--- src/rtl/traffic_phase_controller.sv ---
// Two-road intersection sequencer: NS/EW green, yellow and all-red clearance,
// with pedestrian request latching, green shortening and WALK during all-red.
//
// state  | meaning
// RED_NS | all-red clearance before NS green (WALK when granted)
// NS_G   | NS green, EW red
// NS_Y   | NS yellow, EW red
// RED_EW | all-red clearance before EW green (WALK when granted)
// EW_G   | EW green, NS red
// EW_Y   | EW yellow, NS red
module traffic_phase_controller #(
   parameter int unsigned TICKS_PER_SEC = 50_000_000,
   parameter int unsigned GREEN_SEC     = 35,
   parameter int unsigned YELLOW_SEC    = 5,
   parameter int unsigned ALL_RED_SEC   = 1,
   parameter int unsigned PED_SHORT_SEC = 10,
   parameter int unsigned WALK_SEC      = 8
) (
   input  logic        clk,
   input  logic        reset_n,
   input  logic        enable,
   input  logic        ped_req,
   output logic [2:0]  ns_light,
   output logic [2:0]  ew_light,
   output logic        ped_walk,
   output logic        ped_pending,
   output logic [2:0]  phase,
   output logic [31:0] ticks_remaining
);

   localparam logic [63:0] P_GREEN   = 64'(GREEN_SEC)     * 64'(TICKS_PER_SEC);
   localparam logic [63:0] P_YELLOW  = 64'(YELLOW_SEC)    * 64'(TICKS_PER_SEC);
   localparam logic [63:0] P_ALL_RED = 64'(ALL_RED_SEC)   * 64'(TICKS_PER_SEC);
   localparam logic [63:0] P_SHORT   = 64'(PED_SHORT_SEC) * 64'(TICKS_PER_SEC);
   localparam logic [63:0] P_WALK    = 64'(WALK_SEC)      * 64'(TICKS_PER_SEC);
   localparam logic [63:0] P_MAX     = 64'h0000_0000_FFFF_FFFF;

   // A zero product would wrap D to all-ones, so it is rejected as well.
   if (P_GREEN > P_MAX || P_YELLOW > P_MAX || P_ALL_RED > P_MAX ||
       P_SHORT > P_MAX || P_WALK > P_MAX ||
       P_GREEN == 64'd0 || P_YELLOW == 64'd0 || P_ALL_RED == 64'd0 ||
       P_SHORT == 64'd0 || P_WALK == 64'd0) begin : g_duration_range
      $error("traffic_phase_controller: phase duration does not fit in 32 bits");
   end

   localparam logic [31:0] D_GREEN   = 32'(P_GREEN   - 64'd1);
   localparam logic [31:0] D_YELLOW  = 32'(P_YELLOW  - 64'd1);
   localparam logic [31:0] D_ALL_RED = 32'(P_ALL_RED - 64'd1);
   localparam logic [31:0] D_SHORT   = 32'(P_SHORT   - 64'd1);
   localparam logic [31:0] D_WALK    = 32'(P_WALK    - 64'd1);

   localparam logic [2:0] LAMP_R = 3'b100;
   localparam logic [2:0] LAMP_Y = 3'b010;
   localparam logic [2:0] LAMP_G = 3'b001;

   typedef enum logic [2:0] {
      RED_NS = 3'd0,
      NS_G   = 3'd1,
      NS_Y   = 3'd2,
      RED_EW = 3'd3,
      EW_G   = 3'd4,
      EW_Y   = 3'd5
   } phase_t;

   phase_t      state_q, state_nxt;
   logic [31:0] ticks_q, ticks_nxt;
   logic        walk_q, walk_nxt;
   logic        pend_q, pend_nxt;
   logic [2:0]  ns_q, ns_nxt;
   logic [2:0]  ew_q, ew_nxt;
   logic        req_eff;
   logic        is_green;
   logic        illegal;

   always_ff @(posedge clk or negedge reset_n) begin
      if (!reset_n) begin
         state_q <= RED_NS;
         ticks_q <= D_ALL_RED;
         walk_q  <= 1'b0;
         pend_q  <= 1'b0;
         ns_q    <= LAMP_R;
         ew_q    <= LAMP_R;
      end else begin
         state_q <= state_nxt;
         ticks_q <= ticks_nxt;
         walk_q  <= walk_nxt;
         pend_q  <= pend_nxt;
         ns_q    <= ns_nxt;
         ew_q    <= ew_nxt;
      end
   end

   always_comb begin
      state_nxt = state_q;
      ticks_nxt = ticks_q;
      walk_nxt  = walk_q;
      pend_nxt  = pend_q;
      req_eff   = pend_q | ped_req;
      is_green  = (state_q == NS_G) || (state_q == EW_G);
      illegal   = (state_q > EW_Y);

      // Requests latch even while frozen; the WALK interval itself ignores them.
      if (ped_req && !walk_q)
         pend_nxt = 1'b1;

      if (enable) begin
         if (ticks_q == 32'd0) begin
            case (state_q)
               RED_NS: begin
                  state_nxt = NS_G;
                  ticks_nxt = D_GREEN;
                  walk_nxt  = 1'b0;
               end
               NS_G: begin
                  state_nxt = NS_Y;
                  ticks_nxt = D_YELLOW;
               end
               NS_Y: begin
                  state_nxt = RED_EW;
                  ticks_nxt = req_eff ? D_WALK : D_ALL_RED;
                  walk_nxt  = req_eff;
                  if (req_eff)
                     pend_nxt = 1'b0;
               end
               RED_EW: begin
                  state_nxt = EW_G;
                  ticks_nxt = D_GREEN;
                  walk_nxt  = 1'b0;
               end
               EW_G: begin
                  state_nxt = EW_Y;
                  ticks_nxt = D_YELLOW;
               end
               EW_Y: begin
                  state_nxt = RED_NS;
                  ticks_nxt = req_eff ? D_WALK : D_ALL_RED;
                  walk_nxt  = req_eff;
                  if (req_eff)
                     pend_nxt = 1'b0;
               end
               default: begin
                  state_nxt = RED_NS;
                  ticks_nxt = D_ALL_RED;
                  walk_nxt  = 1'b0;
               end
            endcase
         end else if (is_green && req_eff && (ticks_q > D_SHORT)) begin
            ticks_nxt = D_SHORT;
         end else begin
            ticks_nxt = ticks_q - 32'd1;
         end
      end

      if (illegal) begin
         state_nxt = RED_NS;
         ticks_nxt = D_ALL_RED;
         walk_nxt  = 1'b0;
      end
   end

   // Lamps are registered from the next state so they switch with phase.
   always_comb begin
      ns_nxt = LAMP_R;
      ew_nxt = LAMP_R;
      case (state_nxt)
         NS_G:    ns_nxt = LAMP_G;
         NS_Y:    ns_nxt = LAMP_Y;
         EW_G:    ew_nxt = LAMP_G;
         EW_Y:    ew_nxt = LAMP_Y;
         default: begin
            ns_nxt = LAMP_R;
            ew_nxt = LAMP_R;
         end
      endcase
   end

   assign ns_light        = ns_q;
   assign ew_light        = ew_q;
   assign ped_walk        = walk_q;
   assign ped_pending     = pend_q;
   assign phase           = state_q;
   assign ticks_remaining = ticks_q;

endmodule
--- config.mk ---
export PLATFORM = sky130hd
export DESIGN_NAME = traffic_phase_controller
export DESIGN_NICKNAME = d
export VERILOG_FILES = /design/src/rtl/traffic_phase_controller.sv
export SDC_FILE = /design/constraint.sdc
export NUM_CORES = 1
export LEC_CHECK = 0
export BUFFER_PORTS_ARGS = -buffer_cell sky130_fd_sc_hd__buf_2
export CAP_MARGIN = 20
export CORE_AREA = 4 4 91 93
export DETAILED_ROUTE_END_ITERATION = 10
export DIE_AREA = 0 0 95 97
export SYNTH_ARGS = -nofsm -noshare
export SYNTH_HDL_FRONTEND = slang
export SYNTH_SLANG_ARGS = --single-unit
--- constraint.sdc ---
create_clock -name clk -period 3.6 [get_ports clk]
set_input_delay 0.54 -clock clk [delete_from_list [all_inputs] [get_ports clk]]
set_output_delay 0.54 -clock clk [all_outputs]
set_load 0.02 [all_outputs]
==> summary.md, run 1 <==
| Metric | Value |
|---|---|
| Run status | finished, final reports clean |
| Worst Clk Skew | between 0.007 and 0.008 ns |
| Crit Reg-Reg Endpoint | ns_light[1] |
| Pwr dens | 394 nW/um2 |
| Slowest CP cell | nor3_1 |
| Cell variety after synth | between 60 and 70 |
| Final core utilization | 0.447 |
| Final cell count without fillers | between 400 and 500 |
| Routed via count | 2,996 |
| Dpl hpwl | 6.80 mm |
| Setup violators final | 0 |
| Initial antenna violation count | 0 |
| Layout cells sized above 1 | 0.244 |
| Worst Tran Pin Value | approximately 0.88 ns |
| Synth cell count leaders | nor2_1 (32), nor3_1 (29), nand2_1 (25), dfrtp_1 (23) |
| Clk sinks | 43 |
| Setup Buffers After CTS | 0 |
| Final Cell Area | about 3400 um2 |
| Asr flop ratio synth | 1.00 |
| P_leak | between 0.001 and 0.0015 uW |
| Critical path's top delay family | simple AND/OR/NAND/NOR gates |
| ANT cells | 0 |
| Post-synth top area share | 0.194 |
| Unrepaired setup endpoints after global routing | no |
| Cell row count | 32 |
| # fillers | around 790 |
| Worst vdd ir | 0.000290 V |
| Count leader, synth | nor2_1 |
| Overall Global Routing Usage | 0.214 |
| I/O pin cnt | 47 |
| CTS tree | built |
| Post-synthesis sequential area ratio | 0.371 |
| Setup CP Type | reg -> reg |
| Mean post-synth cell area | approximately 8.4 um2 |
| IO buf count | 46 |
| CP cell instances | nor3_1 -> nand4_1 -> nor3_1 -> buf_4 -> and2_1 -> nand2_1 -> a21oi_1 |
| Mapped Cells | around 360 |
| Worst r2r path cells | 7 |
| DR WL/cell | 19.5 um |
| Max-slew violations | 0 |
| Die Wd | 95 um |
| HP Class | in -> async |
| Worst flop-to-flop path startpoint | ticks_remaining[29] |
| Peak fanout along the critical path | 9 |
| Max_cap viols | 0 |
| Worst rel slew slack | 0.407 |
| CP peak stage delay | 0.66 ns |
| Post-CTS Resized | 0 |
| Clock Latency Late Sink | about 0.30 ns |
| DRT iter0 DRCs | 223 |
| Initial Util | 0.395 |
| Core area | between 7000 and 8000 um2 |
| Crit path time final | 3.03 ns |
| Ys Warns | 0 |
| Worst EP required | 3.81 ns |
| Root cell of the clock tree | clkbuf_8 |
| Highest Clock Rate | about 330 MHz |
| Dpl cell area | around 3200 um2 |
| Buffers & Inverters on Critical Path | 1 |
| Yosys top cell by area | dfrtp_1 |
| Startpoint Class | flop |
| Worst reg-to-reg setup slack | 0.57 ns |
| Syn nets | roughly 360 |
| Total Wirelength | 9.53 mm |
| Full die area | 9220 um2 |
| Period utilization | 0.843 |
| Yosys reg bits | 43 |
| DR vias/cell | ~6.1 |
| Gpl congestion | 0.882 |
| Initial DRT Pass Iterations | 7 |
| Max clock buf depth | 2 |
| Antenna Violating Nets Remaining | 0 |
| Cell Area, Synth | 2970 um2 |
| Area Overhead vs Synth | 13.2% |
| Largest net degree at the start of global routing | 44 |
| First-pass GRT wire length | about 15 mm |
| Critical path arrival | 3.25 ns |
| Remaining Overflow, GRT | 0 |
| NumNets Final | 392 |
| Worst Setup End Kind | flop |
| Final hold vios | 0 |
| # DRC | 0 |
| Top post-synthesis cells by area | dfrtp_1 (19%), dfstp_2 (18%), nor3_1 (4.9%), nor2_1 (4.0%), nand3_1 (3.4%) |
| Post-synth EDFFs | 0 |
| Number of global-route vias before repair | 2,777 |
| Die Ht | 97 um |
| Crit-path most repeated cell | nor3_1 |
| Clock H-tree levels | 2 |
| Placed insts | 479 |
| Hold Buf Count CTS | 0 |
| CTS Buf Count | 5 |
| Main synth FF type | dfrtp_1 |
| Clock slew at the register clock pins of the worst setup and hold paths | roughly 0.080 ns |
| Setup_tns | 0 ns |
==> cell type report <==
cell class / instances / area (um2) / share of cell area
clock buffers: 7 / 76.3 / 0.0227
clock inverters: 1 / 30.0 / 0.00893
inverters: 8 / 30.0 / 0.00893
flip-flops and latches: 43 / 1100 / 0.327
well taps: 102 / 128 / 0.0379
repair buffers: 51 / 280 / 0.0833
multi-input cells: 276 / 1720 / 0.511
==> kinds of logic (layout without fill, tap and decap cells) <==
family,after synthesis,after routing,synth area share
and+or+nand+nor,173,173,0.325
muxes,2,2,0.00674
adders and majority gates,3,3,0.0126
buffers and inverters,36,67,0.0510
AOI/OAI and AO/OA,91,91,0.213
xor gates and xnor gates,7,7,0.0206
DFF,43,43,0.371
==> power breakdown <==
| part | internal (uW) | switching [uW] |
|---|---|---|
| registers | 550 | 92.7 |
| clock network | 208 | 172 |
| logic | 112 | 189 |
==> metrics by stage <==
stage	setup slack (ns)	total power [uW]	hold slack, ns
finish	0.565	1320	0.0702
global route	0.350	1390	0.0772
CTS	0.616	1330	0.431
detailed placement	0.636	948	0.510
global placement	0.652	945	0.508
floorplan	1.26	840	0.244
==> how the worst max path moves through the flow <==
stage,startpoint,to,slack [ns],cells past startpoint
after detailed placement,ticks_remaining[29],ew_light[0],0.64,7
after floorplan,ticks_remaining[18],ticks_remaining[24],1.26,8
after global routing,ticks_remaining[29],ew_light[1],0.35,7
final,ticks_remaining[29],ns_light[1],0.57,7
after CTS,ticks_remaining[29],ew_light[0],0.62,7
after global placement,ticks_remaining[29],ns_light[2],0.65,7
==> placed cells by master (no fill, tap or decap), types with 7 or more instances in the layout <==
master and instances:
inv_1 8, nor2_1 32, o31ai_1 7, and3_1 7
nand3_1 20, dfrtp_1 23, nor3_1 29, nor4_1 9
nand2_1 25, a21oi_1 17, nand4_1 10, o21ai_0 17
buf_2 46, dfstp_2 20
==> layer usage <==
metal,vias to the layer above,track usage,part of all wire
li1,1389,-,-
met1,1458,0.302,0.45
met2,137,0.335,0.47
met3,12,0.0373,0.069
met4,0,0.0566,0.013
met5,-,0,0
==> sequential cells by signal, summed over array words and instances (netlist names) <==
name             cells
ticks_remaining     32
ew_light             3
ns_light             3
phase                3
ped_pending          1
ped_walk             1
(Power assumes the default switching activity.)
==> inputs of run 2 (changes only) <==
==> constraint.sdc (replaced) <==
create_clock -name clk -period 2.8 [get_ports clk]
set_input_delay 0.42 -clock clk [delete_from_list [all_inputs] [get_ports clk]]
set_output_delay 0.42 -clock clk [all_outputs]
set_load 0.02 [all_outputs]
==> run 2 against run 1 <==
  * Count of clock-buffer cells in the layout decreased by 1
  * Routed wire length hardly changed
  * Clock power up 54%
  * Largest cell class unchanged
  * Highest routed layer unchanged
==> summary.md, run 2 (same netlist as run 1, synthesis figures left out) <==
| Metric | Value |
|---|---|
| Max-slew violations | 0 (unchanged) |
| CP peak stage delay | 0.61 ns (-0.05 ns) |
| Pwr dens | 510 nW/um2 (+30%) |
| Worst vdd ir | 0.000389 V (+34%) |
| CTS Buf Count | 5 (unchanged) |
| Slowest CP cell | or4_4 |
| Worst Clk Skew | 0.00587 ns (-0.00188 ns) |
| Met3 WL post-DR | 673 um (+1.7%) |
| Die Ht | 97 um (unchanged) |
| Overall Global Routing Usage | 0.214 (about the same) |
| Routed via count | 3,013 (+0.57%) |
| Highest Clock Rate | 385 MHz (+17%) |
| Most frequent cells in the layout | buf_2 (46), nor2_1 (32), nor3_1 (29) |
| Area Overhead vs Synth | 19.2% |
| I/O pin cnt | 47 (unchanged) |
| Unrepaired setup endpoints after global routing | no |
| Placed insts | 498 (+4.0%) |
| Internal | 1220 uW (+40%) |
| Largest net degree at the start of global routing | 44 (unchanged) |
| Top layer in use | met4 |
| CP cell instances | nor4_1 -> nand3_2 -> or4_4 -> o21ai_2 -> o21ai_0 -> o2bb2ai_1 |
| Worst rel slew slack | 0.578 (+0.170) |
| Final hold vios | 0 (unchanged) |
| HP Class | in -> async |
| Initial DRT Pass Iterations | 5 (-2) |
| Clk sinks | 43 (unchanged) |
| Core area | 7530 um2 (unchanged) |
| Worst EP required | 2.98 ns (-0.83 ns) |
| Layout cells sized above 1 | 0.281 (+0.0380) |
| Met1 wire length | 4.28 mm (-0.28%) |
| DRT iter0 DRCs | 212 (-4.9%) |
| WL met2 | 4.34 mm (-2.4%) |
| Switching share of total power | 0.325 (-0.0176) |
| Buffers & Inverters on Critical Path | 0 (-1) |
| Setup_tns | 0 ns (unchanged) |
| Hold Buf Count CTS | 0 (unchanged) |
| Worst Slack Setup Final | 0.203 ns (-0.362 ns) |
| Initial antenna violation count | 0 (unchanged) |
| First-pass GRT wire length | 15.5 mm (+0.68%) |
| DR vias/cell | 5.94 (-3.2%) |
| Crit path time final | 2.60 ns (-0.438 ns) |
| Worst Setup End Kind | flop |
| Setup Buffers After CTS | 0 (unchanged) |
| Die Wd | 95 um (unchanged) |
| NumNets Final | 411 (+4.8%) |
| Clock Latency Late Sink | 0.31 ns (about the same) |
| Combinational fraction of design power | 0.220 (-0.007) |
| Cell row count | 32 (unchanged) |
| Largest register FFs | 32 (unchanged) |
| # DRC | 0 (unchanged) |
| Number of global-route vias before repair | 2,839 (+2.2%) |
| Setup violators final | 0 (unchanged) |
| Clock slew at the register clock pins of the worst setup and hold paths | 0.08 ns (about the same) |
| CTS tree | built |
| Antenna Violating Nets Remaining | 0 (unchanged) |
| ANT cells | 0 (unchanged) |
| Peak fanout along the critical path | 11 (+2) |
| Net switching power | 588 uW (+29%) |
| Remaining Overflow, GRT | 0 (unchanged) |
| Clock H-tree levels | 2 (unchanged) |
| Run status | finished, final reports clean |
| Max clock buf depth | 2 (unchanged) |
| Post-CTS Resized | 0 (unchanged) |
| Critical path arrival | 2.77 ns (-0.48 ns) |
| Max_cap viols | 0 (unchanged) |
| Dpl hpwl | 6.98 mm (+2.7%) |
| Commonest non-fill, non-tap cell in the layout | buf_2 |
| Gpl congestion | 0.921 (+4.5%) |
| Root cell of the clock tree | clkbuf_8 |
| Startpoint Class | flop |
| Worst Tran Pin Value | 0.631 ns (-0.248 ns) |
| Full die area | 9220 um2 (unchanged) |
| DR WL/cell | 18.8 um (-3.7%) |
| Initial Util | 0.395 (unchanged) |
| IO buf count | 46 (unchanged) |
| Power share of the clock group | 0.324 (+0.037) |
| Final cell count without fillers | 507 (+3.9%) |
| Total Wirelength | 9.54 mm (about the same) |
| Critical path's top delay family | simple AND/OR/NAND/NOR gates |
| Register share of total power | 0.456 (-0.029) |
| Setup CP Type | reg -> reg |
| Period utilization | 0.927 (+0.0845) |
| Post-placement setup slack | 0.238 ns (-0.398 ns) |
| P_leak | 0.00147 uW (+8.1%) |
==> run 2: per-layer routing <==
| metal | global-route usage | vias up |
|---|---|---|
| met5 | 0 | - |
| met4 | 0.0932 | 0 |
| met3 | 0.0474 | 22 |
| met2 | 0.309 | 130 |
| met1 | 0.303 | 1432 |
| li1 | - | 1429 |
==> run 2: metrics by stage <==
stage	power, uW	utilization	instance area (um2)	hold slack (ns)
6_report	1810	0.470	3540	0.0810
5_1_grt	1910	0.470	3540	0.109
4_1_cts	1820	0.467	3510	0.321
3_5_place_dp	1230	0.449	3380	0.533
3_3_place_gp	1220	0.449	3380	0.522
2_1_floorplan	1080	-	2970	0.124
==> run 2: layout make-up <==
class,count,area (um2)
clock inverter,2,60.1
multi-input combinational,276,1720
clock buffer,6,72.6
fill,786,3990
inverter,8,30.0
timing repair buffer,70,430
tap,102,128
sequential,43,1100
==> run 2: power groups by stage <==
stage               combinational (uW)  sequential (uW)  clock, uW
finish                             397              823        586
global route                       443              842        623
CTS                                394              823        603
detailed placement                 392              834          0
global placement                   393              831          0
floorplan                          213              867          0
==> run 2: path summary, 6_finish.rpt <==
check / startpoint / slack, ns / cells past startpoint / to
max reg2reg: ticks_remaining[20] / 0.20 / 6 / ticks_remaining[7]
min reg2reg: ticks_remaining[19] / 0.54 / 2 / ticks_remaining[19]
max in group asynchronous: reset_n / 2.15 / 2 / ticks_remaining[2]
min in group clk: ped_req / 0.42 / 3 / ped_pending
min: reset_n / 0.08 / 1 / ticks_remaining[29]
max: ticks_remaining[20] / 0.20 / 6 / ticks_remaining[7]
==> inputs of run 3 (changes only) <==
--- a/config.mk
+++ b/config.mk
@@ -5,11 +5,12 @@
 export SDC_FILE = /design/constraint.sdc
 export NUM_CORES = 1
 export LEC_CHECK = 0
+export ABC_AREA = 1
 export BUFFER_PORTS_ARGS = -buffer_cell sky130_fd_sc_hd__buf_2
 export CAP_MARGIN = 20
-export CORE_AREA = 4 4 91 93
+export CORE_AREA = 4 4 92 94
 export DETAILED_ROUTE_END_ITERATION = 10
-export DIE_AREA = 0 0 95 97
+export DIE_AREA = 0 0 96 98
 export SYNTH_ARGS = -nofsm -noshare
 export SYNTH_HDL_FRONTEND = slang
 export SYNTH_SLANG_ARGS = --single-unit
==> run 3 against run 2 <==
  * Hold slack better by 0.39 ns
  * Synthesized area up 2.7%
  * Sequential power up 32%
  * Synthesized cell count up 26%
  * Sequential cell count unchanged
  * Fmax up 15%
  * Critical endpoint is now ticks_remaining[2]
==> summary.md, run 3 <==
| Metric | Value |
|---|---|
| Largest register FFs | 32 (unchanged) |
| Synth cell count leaders | nand2_1 (134), nor2_1 (70), inv_1 (46), nand3_1 (28) |
| Dpl cell area | 3400 um2 (+0.63%) |
| Clock slew at the register clock pins of the worst setup and hold paths | 0.09 ns (about the same) |
| Startpoint Class | flop |
| Layout cells sized above 1 | 0.260 (-0.0215) |
| DR vias/cell | 4.97 (-16%) |
| I/O pin cnt | 47 (unchanged) |
| Highest Clock Rate | 442 MHz (+15%) |
| Routed via count | 2,993 (-0.66%) |
| Max_cap viols | 0 (unchanged) |
| Clk sinks | 43 (unchanged) |
| Mean post-synth cell area | 6.82 um2 (-18%) |
| Cell row count | 32 (unchanged) |
| Setup_tns | 0 ns (unchanged) |
| Count leader, synth | nand2_1 |
| Asr flop ratio synth | 1.00 (unchanged) |
| Setup violators final | 0 (unchanged) |
| DR WL/cell | 14.7 um (-22%) |
| Setup CP Type | reg -> reg |
| CTS Buf Count | 5 (unchanged) |
| Pwr Total | 2700 uW (+49%) |
| Main synth FF type | dfrtp_1 |
| Syn nets | 453 (+25%) |
| Antenna Violating Nets Remaining | 0 (unchanged) |
| Ys Warns | 0 (unchanged) |
| ANT cells | 0 (unchanged) |
| Period utilization | 0.808 (-0.120) |
| Post-synthesis sequential area ratio | 0.361 (-0.00958) |
| First-pass GRT wire length | 14.8 mm (-4.3%) |
| Mapped Cells | 447 (+26%) |
| M1 GR Usage | 0.296 (-0.00665) |
| Setup Buffers After CTS | 0 (unchanged) |
| Overall Global Routing Usage | 0.201 (-0.0127) |
| Post-synth EDFFs | 0 (unchanged) |
| Area Overhead vs Synth | 15.6% |
| Max clock buf depth | 2 (unchanged) |
| Core area | 7650 um2 (+1.6%) |
| Post-synth top area share | 0.189 (-0.00501) |
| Post-CTS Resized | 0 (unchanged) |
| Max-slew violations | 0 (unchanged) |
| Cell Area, Synth | 3050 um2 (+2.7%) |
| Worst rel slew slack | 0.588 (+0.0104) |
| M2 GR Usage | 0.313 (+0.00423) |
| Top post-synthesis cells by area | dfrtp_1 (19%), dfstp_2 (17%), nand2_1 (16%), nor2_1 (8.6%), inv_1 (5.7%) |
| Total Wirelength | 8.84 mm (-7.3%) |
| Worst Clk Skew | 0.00555 ns (-0.000321 ns) |
| Die Wd | 96 um (+1.1%) |
| Initial antenna violation count | 0 (unchanged) |
| Yosys reg bits | 43 (unchanged) |
| Number of global-route vias before repair | 2,853 (+0.49%) |
| P_leak | 0.00178 uW (+21%) |
| Worst r2r path cells | 9 (+3) |
| NumNets Final | 505 (+23%) |
| Most frequent cells in the layout | nand2_1 (134), nor2_1 (70), inv_1 (46), buf_2 (46), nand3_1 (28) |
| Full die area | 9410 um2 (+2.1%) |
| Remaining Overflow, GRT | 0 (unchanged) |
| Worst Tran Pin Value | 0.616 ns (-0.0147 ns) |
| GR peak layer | met2 |
| Run status | finished, final reports clean |
| Clock H-tree levels | 2 (unchanged) |
| Crit path time final | 2.26 ns (-0.336 ns) |
| CTS tree | built |
| Met3 Use GR | 0.0285 (-0.0189) |
| # DRC | 0 (unchanged) |
| Worst Setup End Kind | flop |
| Gpl congestion | 0.924 (+0.29%) |
| Largest net degree at the start of global routing | 44 (unchanged) |
| Commonest non-fill, non-tap cell in the layout | nand2_1 |
| DRT iter0 DRCs | 242 (+14%) |
| Worst vdd ir | 0.000426 V (+9.6%) |
| Clock Latency Late Sink | 0.31 ns (about the same) |
| Initial Util | 0.399 (+0.00411) |
| Root cell of the clock tree | clkbuf_8 |
| Final Cell Area | 3520 um2 (-0.46%) |
| Dpl hpwl | 6.74 mm (-3.4%) |
| Hold Buf Count CTS | 0 (unchanged) |
| HP Class | in -> reg |
| Cell variety after synth | 29 (-52%) |
| Final hold vios | 0 (unchanged) |
| Yosys top cell by area | dfrtp_1 |
| Pwr dens | 766 nW/um2 (+50%) |
| Die Ht | 98 um (+1.0%) |
| Peak fanout along the critical path | 16 (+5) |
| IO buf count | 46 (unchanged) |
| Unrepaired setup endpoints after global routing | no |
| Worst EP required | 3.03 ns (+0.05 ns) |
| Critical path arrival | 2.49 ns (-0.28 ns) |
| WHS Path Cells | 5 |
| Initial DRT Pass Iterations | 5 (unchanged) |
[run 3: cell count changes in the layout (fill, tap and decap cells not counted), sizes merged, moves of 13 or more]
cell and delta:
nor2 +69, buf -20, xor2 +13, inv +41, nor3 -27, nor4 -14, nand2 +123
[run 3: through the flow]
| step | util | std cells | hold WS, ns | worst slack, ns |
|---|---|---|---|---|
| 3_3_place_gp | 0.445 | 592 | 0.496 | 0.632 |
| 6_report | 0.461 | 602 | 0.476 | 0.539 |
| 4_1_cts | 0.457 | 600 | 0.302 | 0.551 |
| 5_1_grt | 0.461 | 602 | 0.534 | 0.272 |
| 2_1_floorplan | - | 447 | 0.124 | 1.09 |
| 3_5_place_dp | 0.445 | 592 | 0.514 | 0.566 |
[run 3: layout make-up]
| cell class | instances | area (um2) |
|---|---|---|
| clock buffer | 5 | 68.8 |
| clock inverter | 3 | 23.8 |
| fill | 809 | 4120 |
| inverter | 48 | 180 |
| multi-input combinational | 350 | 1740 |
| sequential | 43 | 1100 |
| tap | 102 | 128 |
| timing repair buffer | 51 | 283 |
[run 3: metal layers]
| metal | wire length (um) | up-vias |
|---|---|---|
| met1 | 4170 | 1398 |
| met3 | 501 | 10 |
| met4 | 108 | 0 |
| met2 | 4060 | 85 |
| li1 | - | 1500 |
| met5 | 0 | - |
[run 3: power by group]
part	internal [uW]	switching, uW	total, uW
combinational	398	788	1190
clock	179	249	428
sequential	822	264	1090
[run 3: logic make-up (layout without fill, tap and decap cells)]
| family | after synthesis | count (layout) | share of synthesized area |
|---|---|---|---|
| XOR/XNOR | 20 | 20 | 0.0574 |
| adder cells (fa/ha/maj) | 2 | 2 | 0.00821 |
| AND/OR/NAND/NOR | 291 | 291 | 0.442 |
| AO/OA/AOI/OAI | 37 | 37 | 0.0632 |
| flip-flops | 43 | 43 | 0.361 |
| buffers and inverters | 54 | 107 | 0.0685 |
[run 3: worst max-delay path, stage by stage (launching register included)]
cell,delay (ns)
dfstp_2,0.61
inv_1,0.10
nand4_1,0.07
nor2_1,0.05
a21oi_1,0.20
nand2_1,0.09
nand2_1,0.47
nand3_1,0.20
nand2_1,0.27
nand3_1,0.12
[run 3: worst paths after layout]
| path | from | end | slack (ns) |
|---|---|---|---|
| worst min register to register | ped_walk | ped_walk | 0.53 |
| worst max-delay path | ticks_remaining[25] | ticks_remaining[2] | 0.54 |
| min in group asynchronous | reset_n | ticks_remaining[26] | 0.52 |
| worst min-delay path | ped_req | ped_pending | 0.48 |
| worst max register to register | ticks_remaining[25] | ticks_remaining[2] | 0.54 |
| max in group asynchronous | reset_n | ticks_remaining[17] | 1.75 |
